<file path="src/rtl/mem_seq_pkg.sv">
// Shared types and constants for the unaligned memory access sequencer.
// Latency: n/a (declarations only).
// Backpressure: n/a.
package mem_seq_pkg;

    localparam int ADDR_W     = 32;
    localparam int MAX_CHUNKS = 3;

    localparam logic [3:0] W_BYTE = 4'h1;
    localparam logic [3:0] W_HALF = 4'h2;
    localparam logic [3:0] W_WORD = 4'h4;

    typedef enum logic [1:0] {
        IDLE,
        ACCESS,
        LWAIT,
        RESP
    } state_t;

    // Keeps only the low w bytes of a right-aligned chunk.
    function automatic logic [31:0] lane_mask(input logic [2:0] w);
        case (w)
            3'd1:    lane_mask = 32'h0000_00FF;
            3'd2:    lane_mask = 32'h0000_FFFF;
            default: lane_mask = 32'hFFFF_FFFF;
        endcase
    endfunction

endpackage

</file>
<file path="src/rtl/mem_seq_chunk.sv">
// Picks the widest naturally aligned chunk for the current address and remaining bytes.
// Latency: combinational.
// Backpressure: none.
module mem_seq_chunk
    import mem_seq_pkg::*;
(
    input  logic [1:0] addr_lo,
    input  logic [2:0] rem,
    output logic [2:0] w,
    output logic [3:0] mem_width
);

    always_comb begin
        mem_width = W_BYTE;
        if (addr_lo == 2'b00 && rem >= 3'd4) begin
            mem_width = W_WORD;
        end else if (!addr_lo[0] && rem >= 3'd2) begin
            mem_width = W_HALF;
        end
        w = mem_width[2:0];
    end

endmodule

</file>
<file path="src/rtl/mem_access_seq.sv">
// Splits 1..4 byte loads/stores into aligned chunks; MEM_SEQ_ERR_EN adds len/4KB-crossing checks.
// Latency: store chunks+1, load 2*chunks+1 cycles from accept to resp_valid.
// Backpressure: req_ready only in IDLE; mem stage never stalls, load data returns the cycle after issue.
module mem_access_seq
    import mem_seq_pkg::*;
(
    input  logic              clk,
    input  logic              rst,
    input  logic              req_valid,
    output logic              req_ready,
    input  logic              req_we,
    input  logic [ADDR_W-1:0] req_addr,
    input  logic [2:0]        req_len,
    input  logic [31:0]       req_wdata,
    output logic              resp_valid,
    output logic [31:0]       resp_rdata,
    output logic              resp_err,
    output logic              mem_ce,
    output logic              mem_we,
    output logic [ADDR_W-1:0] mem_addr,
    output logic [3:0]        mem_width,
    output logic [31:0]       mem_wdata,
    input  logic [31:0]       mem_rdata
);

    state_t            state_q;
    state_t            state_nxt;
    logic              we_q;
    logic [ADDR_W-1:0] addr_q;
    logic [31:0]       wdata_q;
    logic [31:0]       acc_q;
    logic [2:0]        rem_q;
    logic [2:0]        w_q;
    logic [2:0]        chunk_w;
    logic [3:0]        chunk_width;
    logic [5:0]        chunk_bits;
    logic [2:0]        len_eff;
    logic              req_err;
    logic              accept;

    mem_seq_chunk u_chunk (
        .addr_lo   (addr_q[1:0]),
        .rem       (rem_q),
        .w         (chunk_w),
        .mem_width (chunk_width)
    );

    assign chunk_bits = {chunk_w, 3'b000};
    assign req_ready  = (state_q == IDLE) && !rst;
    assign accept     = req_valid && req_ready;

`ifdef MEM_SEQ_ERR_EN
    logic        err_q;
    logic [19:0] last_page;

    assign last_page  = 20'((req_addr + {29'd0, req_len} - 32'd1) >> 12);
    assign req_err    = (req_len == 3'd0) || (req_len > 3'd4) || (last_page != req_addr[31:12]);
    assign len_eff    = req_len;
    assign resp_err   = resp_valid && err_q;
`else
    assign req_err    = 1'b0;
    assign len_eff    = (req_len > 3'd4) ? 3'd4 : req_len;
    assign resp_err   = 1'b0;
`endif

    always_comb begin
        state_nxt = state_q;
        unique case (state_q)
            IDLE:    if (accept) state_nxt = (req_err || len_eff == 3'd0) ? RESP : ACCESS;
            ACCESS: begin
                if (!we_q) begin
                    state_nxt = LWAIT;
                end else if (rem_q == chunk_w) begin
                    state_nxt = RESP;
                end
            end
            LWAIT:   state_nxt = (rem_q == 3'd0) ? RESP : ACCESS;
            RESP:    state_nxt = IDLE;
            default: state_nxt = IDLE;
        endcase
    end

    assign mem_ce     = (state_q == ACCESS);
    assign mem_we     = mem_ce && we_q;
    assign mem_addr   = mem_ce ? addr_q : '0;
    assign mem_width  = mem_ce ? chunk_width : '0;
    // Store data is held left-aligned so the next chunk is always the top bytes.
    assign mem_wdata  = mem_we ? (wdata_q >> (6'd32 - chunk_bits)) : '0;
    assign resp_valid = (state_q == RESP);
    assign resp_rdata = resp_valid ? acc_q : '0;

    always_ff @(posedge clk) begin
        if (rst) begin
            state_q <= IDLE;
            we_q    <= 1'b0;
            addr_q  <= '0;
            wdata_q <= '0;
            acc_q   <= '0;
            rem_q   <= '0;
            w_q     <= '0;
`ifdef MEM_SEQ_ERR_EN
            err_q   <= 1'b0;
`endif
        end else begin
            state_q <= state_nxt;
            case (state_q)
                IDLE: begin
                    if (accept) begin
                        we_q    <= req_we;
                        addr_q  <= req_addr;
                        rem_q   <= len_eff;
                        wdata_q <= req_wdata << {3'd4 - len_eff, 3'b000};
                        acc_q   <= '0;
`ifdef MEM_SEQ_ERR_EN
                        err_q   <= req_err;
`endif
                    end
                end
                ACCESS: begin
                    addr_q  <= addr_q + {29'd0, chunk_w};
                    rem_q   <= rem_q - chunk_w;
                    wdata_q <= wdata_q << chunk_bits;
                    w_q     <= chunk_w;
                end
                LWAIT: begin
                    acc_q <= (acc_q << {w_q, 3'b000}) | (mem_rdata & lane_mask(w_q));
                end
                default: ;
            endcase
        end
    end

endmodule

</file>
<file path="config.mk">
export PLATFORM = sky130hd
export DESIGN_NAME = mem_access_seq
export DESIGN_NICKNAME = d
export VERILOG_FILES = /design/src/rtl/mem_seq_pkg.sv /design/src/rtl/mem_seq_chunk.sv /design/src/rtl/mem_access_seq.sv
export SDC_FILE = /design/constraint.sdc
export NUM_CORES = 1
export LEC_CHECK = 0
export CAP_MARGIN = 20
export CORE_UTILIZATION = 48
export DETAILED_ROUTE_END_ITERATION = 10
export PLACE_DENSITY = 0.81
export SYNTH_ARGS = -nofsm -noshare
export SYNTH_HDL_FRONTEND = slang
export SYNTH_SLANG_ARGS = --single-unit
export TNS_END_PERCENT = 30
</file>
<file path="constraint.sdc">
create_clock -name clk -period 5.7 [get_ports clk]
set_input_delay 1.14 -clock clk [delete_from_list [all_inputs] [get_ports clk]]
set_output_delay 1.14 -clock clk [all_outputs]
set_load 0.03 [all_outputs]
</file>
== Word level (Yosys, flattened, before mapping) ==
Index checks and enable logic that the tools add are counted.
Storage, ports and cells
  register bits: 105
  logic and storage cells: 69
  output and inout port bits: 105
  bits of input ports: 103
Operators by class
  mux-type cells: 24
  bitwise operators: 2
  add/subtract/negate cells: 4
  equality and inequality tests: 8
  $lt $le $gt $ge: 3
  reductions and logical operators: 17
  shifts and indexed selects: 4
Operators with widths (count)
  32-bit 2-to-1 mux: 8
  32-bit case mux with 2 select lines: 4
  32-bit by 6-bit << shifter with 32-bit output: 3
  32-bit by 3-bit adder with 32-bit output: 1
  32-bit bitwise AND: 1
  32-bit bitwise OR: 1
  32-bit by 6-bit >> shifter with 32-bit output: 1
  2-bit 2-to-1 mux: 6
  4-bit 2-to-1 mux: 2
  2-bit case mux with 4 select lines: 1
  2-bit AND reduction: 4
  3-bit zero test: 2
  3-bit 2-to-1 mux: 2
  3-bit case mux with 2 select lines: 1
  6-bit subtractor (first input constant): 1
  1-bit logical AND: 5
  2-bit == test (second input constant): 2
  2-bit zero test: 2
  2-bit nonzero test: 2
  3-bit by 1-bit == test with 1-bit output (second input constant): 1
  3-bit by 2-bit == test with 1-bit output (second input constant): 1
  3-bit == test: 1
  3-bit by 2-bit >= comparator with 1-bit output (second input constant): 1
  3-bit >= comparator (second input constant): 1
  other kinds (7): 8

== Depth between registers and ports, before layout ==
Gate-level depths: netlist of the first run.
  depth after elaboration: 8
  depth in mapped cells: 13
  mapped depth without buffers: 10

== By module ==
A second synthesis of the first run with hierarchy kept.
Unflattened totals
  cell total of the unflattened synthesis: 1053
  area, all modules: 7722.4 µm²
Modules (own cells, without submodules)
  mem_access_seq: seq. area each 2102.0 µm², times used 1, area each 7659.8 µm², cells each 1044
  mem_seq_chunk: seq. area each 0.0 µm², times used 1, area each 62.6 µm², cells each 9

== Worst setup path after synthesis of the first run ==
No wires, ideal clock.
  path kind: reg2out
  from: register rem_q[1]
  to: output port mem_wdata[4]
  stages on the path, launching flop included: 11
  data required time: 4560 ps
  path slack: 1776 ps
  buffers on the path: 4
  arrival time: 2784 ps
  cell sequence: dfxtp_1 -> nor2_1 -> nor2_1 -> clkbuf_1 -> clkbuf_1 -> nand2_1 -> ha_1 -> clkbuf_1 -> clkbuf_1 -> nor2_1 -> a211oi_1
Between the ends
  cells in the longest elaborated chain, start to end: 7
  elaborated cells between the ends (all ways): 9
  those cells by class: 1 x add/sub; 2 x order compare; 1 x shift; 3 x mux; 2 x reduce/logical
RTL lines
  start: declaration: line mem_access_seq.sv:32  | logic [2:0] rem_q;
  start signal: assignment: line mem_access_seq.sv:111  | rem_q <= len_eff;
  start signal: assignment: line mem_access_seq.sv:121  | rem_q <= rem_q - chunk_w;
  3-bit by 2-bit >= comparator with 1-bit output: line mem_seq_chunk.sv:17  | end else if (!addr_lo[0] && rem >= 3'd2) begin
  1-bit logical AND: line mem_seq_chunk.sv:17
  2-bit 2-to-1 mux: line mem_seq_chunk.sv:17
  4-bit 2-to-1 mux *: line mem_seq_chunk.sv:15  | if (addr_lo == 2'b00 && rem >= 3'd4) begin
  6-bit subtractor *: line mem_access_seq.sv:88  | assign mem_wdata = mem_we ? (wdata_q >> (6'd32 - chunk_bits)) : '0;
  32-bit by 6-bit >> shifter with 32-bit output *: line mem_access_seq.sv:88
  32-bit 2-to-1 mux *: line mem_access_seq.sv:88
  end: declaration: line mem_access_seq.sv:22  | output logic [31:0] mem_wdata,
Every way passes the cells marked *; elsewhere a longest branch is shown, timed or not.

== Worst setup path after layout of the first run ==
  from: register state_q[1]
  to: output port mem_wdata[22]
Between the ends
  cells in the longest elaborated chain, start to end: 3
RTL lines
  start: declaration: line mem_access_seq.sv:26  | state_t state_q;
  start signal: assignment: line mem_access_seq.sv:105  | state_q <= state_nxt;
  2-bit by 1-bit == test with 1-bit output: line mem_access_seq.sv:83  | assign mem_ce = (state_q == ACCESS);
  1-bit logical AND: line mem_access_seq.sv:84  | assign mem_we = mem_ce && we_q;
  32-bit 2-to-1 mux: line mem_access_seq.sv:88
No other way between the ends.

==> flow_summary.yaml, run 1 <==
global_routing:
  antenna_found_initial: 0
  grt_pass1_wl_um: 35800
  overflow: 0
  grt_max_degree: 63
  grt_usage_pct: 30.4
  grt_pass1_vias: 6722
placed_design:
  io_buffers: 205
  gp_congestion: 0.967
  dp_hpwl_um: 15900
synth:
  synth.avg_cell_area_um2: 7.88
  synth-async-reset-ratio_pct: 0
  synth_common_cells: "140 x nor2_1, 105 x dfxtp_1, 59 x nand2_1"
  yosys.area.top_type: "dfxtp_1"
  synth_top_flop_cell: "dfxtp_1"
  ys_types: 71
  synth_cells: 885
  ys_warn_count: 0
  synth_top_family_by_area: "simple AND/OR/NAND/NOR gates"
  synth-xor-area-share_pct: 1.38
  synth.area.mux_share_pct: 9.77
  synth.ff_latch_count: 105
  yosys.area_share.simple_pct: 26.2
  synthesis.area_um2: 6980
  synth_edf_count: 0
  synth.yosys.seq_area_share_pct: 30.1
  yosys-top-cells-area: "dfxtp_1 30%, nor2_1 7.5%, mux2i_1 7.0%"
  synth_top_cell_area_share_pct: 30.1
  synthAdderAreaFrac_pct: 1.72
  yosysMostFrequentCell: "nor2_1"
  synth_compound_area_share_pct: 25.1
critical_path:
  critPathLaunch: "state_q[1]"
  cp.arrival_ns: 3.71
  crit_fanout: 45
  ff2ff_path_depth: 10
  critPathKind: "flop to primary output"
  crit_path_end: "mem_wdata[22]"
  cp-end-kind: "primary output"
  r2r-end: "addr_q[27]"
  reg2reg_slack_ns: 2.60
  startpoint_type: "flop"
  required_ns: 4.56
  crit-reg2reg-launch: "rem_q[1]"
sta:
  final_max_slew_viol_count: 0
  setup_viol: 0
  fin_setup_tns_ns: 0
  hold-worst-slack_ns: 0.501
  worst_pin_slew_ns: 1.14
  hold_violations: 0
  slew_headroom_pct: 23.7
  rsz0062_at_grt: "no"
  fmax_mhz: 206
  fin_crit_ns: 4.85
  finalClockSkew_ns: 0.00377
  period_share_pct: 85.0
cts:
  clk_latency_ns: 0.35
  hold_buffers: 0
  cts_buffers: 9
  cts-htree-levels: 3
  cts_setup_buffers: 0
  cts_tree: "yes"
  cts_root_buf: "clkbuf_16"
  cts_resized: 0
  cts.sinks: 105
  cts_buffer_depth: 2
  clk_pin_slew_ns: 0.07
detailed_routing:
  vias_per_cell: 6.12
  wl_um: 23300
  first_pass_iters: 5
  routedWlPerCell_um: 19.1
  vias: 7482
  post-route-drc-count: 0
  drtIter0Drc: 807
  detail-route-antenna-nets: 0
status:
  status: "complete, no violations"
cells_and_area:
  fill_cells: 1184
  utilization_pct: 66.6
  drive_above_1_share_pct: 7.29
  final_nets: 1149
  antenna_cells: 0
  synthToLayoutAreaGrowth_pct: 33.9
min_path:
  worstHoldPathType: "flop to flop"
floorplanning:
  rows: 43
  dieHeight_um: 123
  pin_count: 208
  core-area_um2: 14000
  die_area_um2: 15000
  die_x_um: 123
  start_util_pct: 49.7
pwr:
  irDropWorstVdd_uv: 165
  p_leak_nw: 3.56
  power_density_nw_per_um2: 250
flow_run:
  maxCapViolCount: 0
kinds of logic after synthesis:
kind of cell / count (synthesis)
simple gates: 358
compound gates: 240
flops: 105
buf+inv: 95
mux: 66
xor+xnor: 11
fa+ha+maj: 9
other cells: 1
placed cells by master, fill, tap and decap left out, types with 6 or more instances in the layout:
cell type          n
o2bb2ai_1         16
a211oi_1          26
inv_1             14
nand3_1           10
and3_1            47
o21a_1            10
clkbuf_16          9
a31oi_1           14
o221ai_1           8
clkdlybuf4s50_1  194
a311oi_1           6
a22oi_1           42
a21oi_1           38
a2bb2oi_1          8
xnor2_1           10
nor3_1            27
mux2i_1           49
dfxtp_1          105
ha_1               8
mux2_1             7
nand2_1           59
and2_1            30
a221oi_1          17
o21bai_1           6
nor2_1           139
o22ai_1           16
o21ai_0            6
mux2_2            10
buf_4             23
layout make-up:
| class | instances | area, um^2 | area share, % |
|---|---|---|---|
| clock buffer | 11 | 233 | 2.49 |
| clock inverter | 5 | 104 | 1.11 |
| inverter | 18 | 67.6 | 0.723 |
| multi-input combinational | 686 | 4500 | 48.1 |
| sequential | 105 | 2100 | 22.5 |
| tap | 180 | 225 | 2.41 |
| timing repair buffer | 217 | 2110 | 22.6 |
power by group:
| part | switching [W] | internal (W) |
|---|---|---|
| clock | 0.000290 | 0.000430 |
| combinational | 0.000436 | 0.000308 |
| sequential | 0.0000798 | 0.000796 |
sequential cells by signal (all words and copies together), names as in the netlist:
signal	count
w_q	3
addr_q	32
wdata_q	32
we_q	1
acc_q	32
state_q	2
rem_q	3
how the worst min path moves through the flow:
stage	from	endpoint	slack, ns	depth (start not counted)
2_1_floorplan	rem_q[0]	rem_q[0]	0.46	2
6_report	we_q	we_q	0.50	2
5_1_grt	we_q	we_q	0.53	2
4_1_cts	we_q	we_q	0.50	2
3_5_place_dp	we_q	we_q	0.49	2
3_3_place_gp	rem_q[0]	rem_q[0]	0.47	2
metrics by stage:
step / cells / worst slack [ns] / power [W] / instance area, um^2
floorplan: 886 / 1.78 / 0.00138 / 6980
global placement: 1205 / 1.37 / 0.00161 / 9000
detailed placement: 1205 / 1.28 / 0.00162 / 9000
CTS: 1221 / 0.885 / 0.00232 / 9340
global route: 1222 / 0.676 / 0.00244 / 9350
finish: 1222 / 0.855 / 0.00234 / 9350
worst max-delay path, cell delays in order, from the launching register on:
cell             delay [ns]
dfxtp_1                0.30
buf_4                  0.25
nand2b_2               0.24
inv_2                  0.46
nand3_1                0.68
or2_1                  0.55
nor2_1                 0.17
clkdlybuf4s50_1        0.69
layer usage:
layer  wire length (um)  GRT usage (%)  vias up
met5                  0              0        -
met4                658           11.4        0
met3               1700           3.95       44
met2              10700           48.3      364
met1              10200           41.7     3518
li1                   -              -     3556
No activity file was read; power rests on OpenSTA's default activity.
==> run 2: changes to the inputs <==
Settings changed: MAX_ROUTING_LAYER set to met4.
==> flow_summary.yaml, run 2 (synthesis gave the netlist of run 1 again) <==
floorplanning:
  rows: 43
  die_area_um2: 15000
  core-area_um2: 14000
  die_x_um: 123
  dieHeight_um: 123
  pin_count: 208
  start_util_pct: 49.7
global_routing:
  grt_usage_pct: 31.8
  grt_pass1_wl_um: 36400
  antenna_found_initial: 0
  grt_max_degree: 64
  overflow: 0
  grt_pass1_vias: 7013
sta:
  worst_pin_slew_ns: 1.17
  hold_violations: 0
  fmax_mhz: 208
  rsz0062_at_grt: "no"
  setup_viol: 0
  final_max_slew_viol_count: 0
  fin_setup_tns_ns: 0
  fin_crit_ns: 4.82
  slew_headroom_pct: 21.9
  finalClockSkew_ns: 0.00627
  period_share_pct: 84.5
flow_run:
  maxCapViolCount: 0
placed_design:
  dp_hpwl_um: 16200
  dpl_cell_area_um2: 9010
  gp_congestion: 0.993
  io_buffers: 205
cts:
  cts-htree-levels: 3
  cts_setup_buffers: 0
  clk_pin_slew_ns: 0.07
  hold_buffers: 0
  clk_latency_ns: 0.36
  cts.sinks: 105
  cts_buffers: 9
  cts_root_buf: "clkbuf_16"
  cts_buffer_depth: 2
  cts_tree: "yes"
  cts_resized: 0
detailed_routing:
  wl_met3_um: 1760
  m1WireLength_um: 10100
  drtIter0Drc: 677
  vias_per_cell: 6.10
  dr_wl_met2_um: 10800
  post-route-drc-count: 0
  routedWlPerCell_um: 19.3
  first_pass_iters: 5
  top_layer: "met4"
  vias: 7451
  wl_um: 23500
  detail-route-antenna-nets: 0
pwr:
  p_sw_w: 0.000804
  irDropWorstVdd_uv: 167
  p_leak_nw: 3.55
  clkPwrFrac_pct: 29.5
  power_w: 0.00230
  p_int_w: 0.00150
  seqPwrFrac_pct: 38.1
  power_density_nw_per_um2: 247
  p_comb_share_pct: 32.4
  switching_share_pct: 34.9
critical_path:
  critPathLaunch: "state_q[1]"
  crit-reg2reg-launch: "rem_q[1]"
  crit_chain: "buf_4, nand2b_2, inv_2, nand3_1, or2_1, nor2_1, clkdlybuf4s50_1"
  cpPeakStageDelay_ns: 0.69
  cp.arrival_ns: 3.68
  reg2reg_slack_ns: 2.60
  crit_path_end: "mem_wdata[23]"
  cp-end-kind: "primary output"
  crit_fanout: 45
  r2r-end: "addr_q[27]"
  startpoint_type: "flop"
  required_ns: 4.56
  critPathKind: "flop to primary output"
  slowest_stage: "clkdlybuf4s50_1"
  ff2ff_path_depth: 10
cells_and_area:
  antenna_cells: 0
  largestRegisters: "acc_q x32, addr_q x32, wdata_q x32"
  layout_commonest_cell: "clkdlybuf4s50_1"
  final_cell_mix: "194 x clkdlybuf4s50_1, 139 x nor2_1, 105 x dfxtp_1"
  finalInstanceArea_um2: 9320
  drive_above_1_share_pct: 7.20
  final_nets: 1149
  synthToLayoutAreaGrowth_pct: 33.6
status:
  status: "complete, no violations"
min_path:
  worstHoldPathType: "flop to flop"
==> run 2: cell types whose count changed in the layout (fill, tap and decap cells not counted), sizes merged <==
cell,delta
clkinv,-1
clkbuf,+1
bufinv,-1
==> run 2: per-layer routing <==
metal | vias to the layer above | GRT usage (%)
li1 | 3558 | -
met1 | 3487 | 41.6
met2 | 354 | 48.1
met3 | 52 | 5.44
met4 | 0 | 13.9
met5 | - | -
==> run 2: through the flow <==
stage / std cells / hold slack [ns] / setup WS (ns) / util [%]
finish: 1221 / 0.497 / 0.882 / 66.4
detailed placement: 1206 / 0.484 / 1.31 / 64.2
floorplan: 886 / 0.457 / 1.78 / -
global placement: 1205 / 0.476 / 1.38 / 64.1
global route: 1221 / 0.516 / 0.610 / 66.4
CTS: 1221 / 0.497 / 0.879 / 66.4
==> run 2: area by class of cell <==
type,count,area [um^2]
Sequential cell,105,2100
Timing Repair Buffer,217,2120
Fill cell,1212,4720
Clock inverter,3,65.1
Inverter,18,67.6
Tap cell,180,225
Multi-Input combinational cell,686,4500
Clock buffer,12,246
==> run 2: how the worst min path moves through the flow <==
stage / from / to / slack (ns) / depth (start not counted)
6_report: we_q / we_q / 0.50 / 2
5_1_grt: addr_q[2] / addr_q[2] / 0.52 / 2
4_1_cts: we_q / we_q / 0.50 / 2
3_5_place_dp: we_q / we_q / 0.48 / 2
3_3_place_gp: rem_q[0] / rem_q[0] / 0.48 / 2
2_1_floorplan: rem_q[0] / rem_q[0] / 0.46 / 2
==> run 2: power by group through the flow <==
stage	clock network (W)	logic (W)	registers, W
after floorplan	0	0.000527	0.000855
after global placement	0	0.000725	0.000886
after detailed placement	0	0.000735	0.000889
after CTS	0.000680	0.000741	0.000874
after global routing	0.000714	0.000811	0.000884
final	0.000680	0.000747	0.000877
==> run 2: worst max-delay path: cells and delay by family (launching register included) <==
family	cells	cell delay, ns
buffers and inverters	3	1.40
and+or+nand+nor	4	1.61
DFF	1	0.30
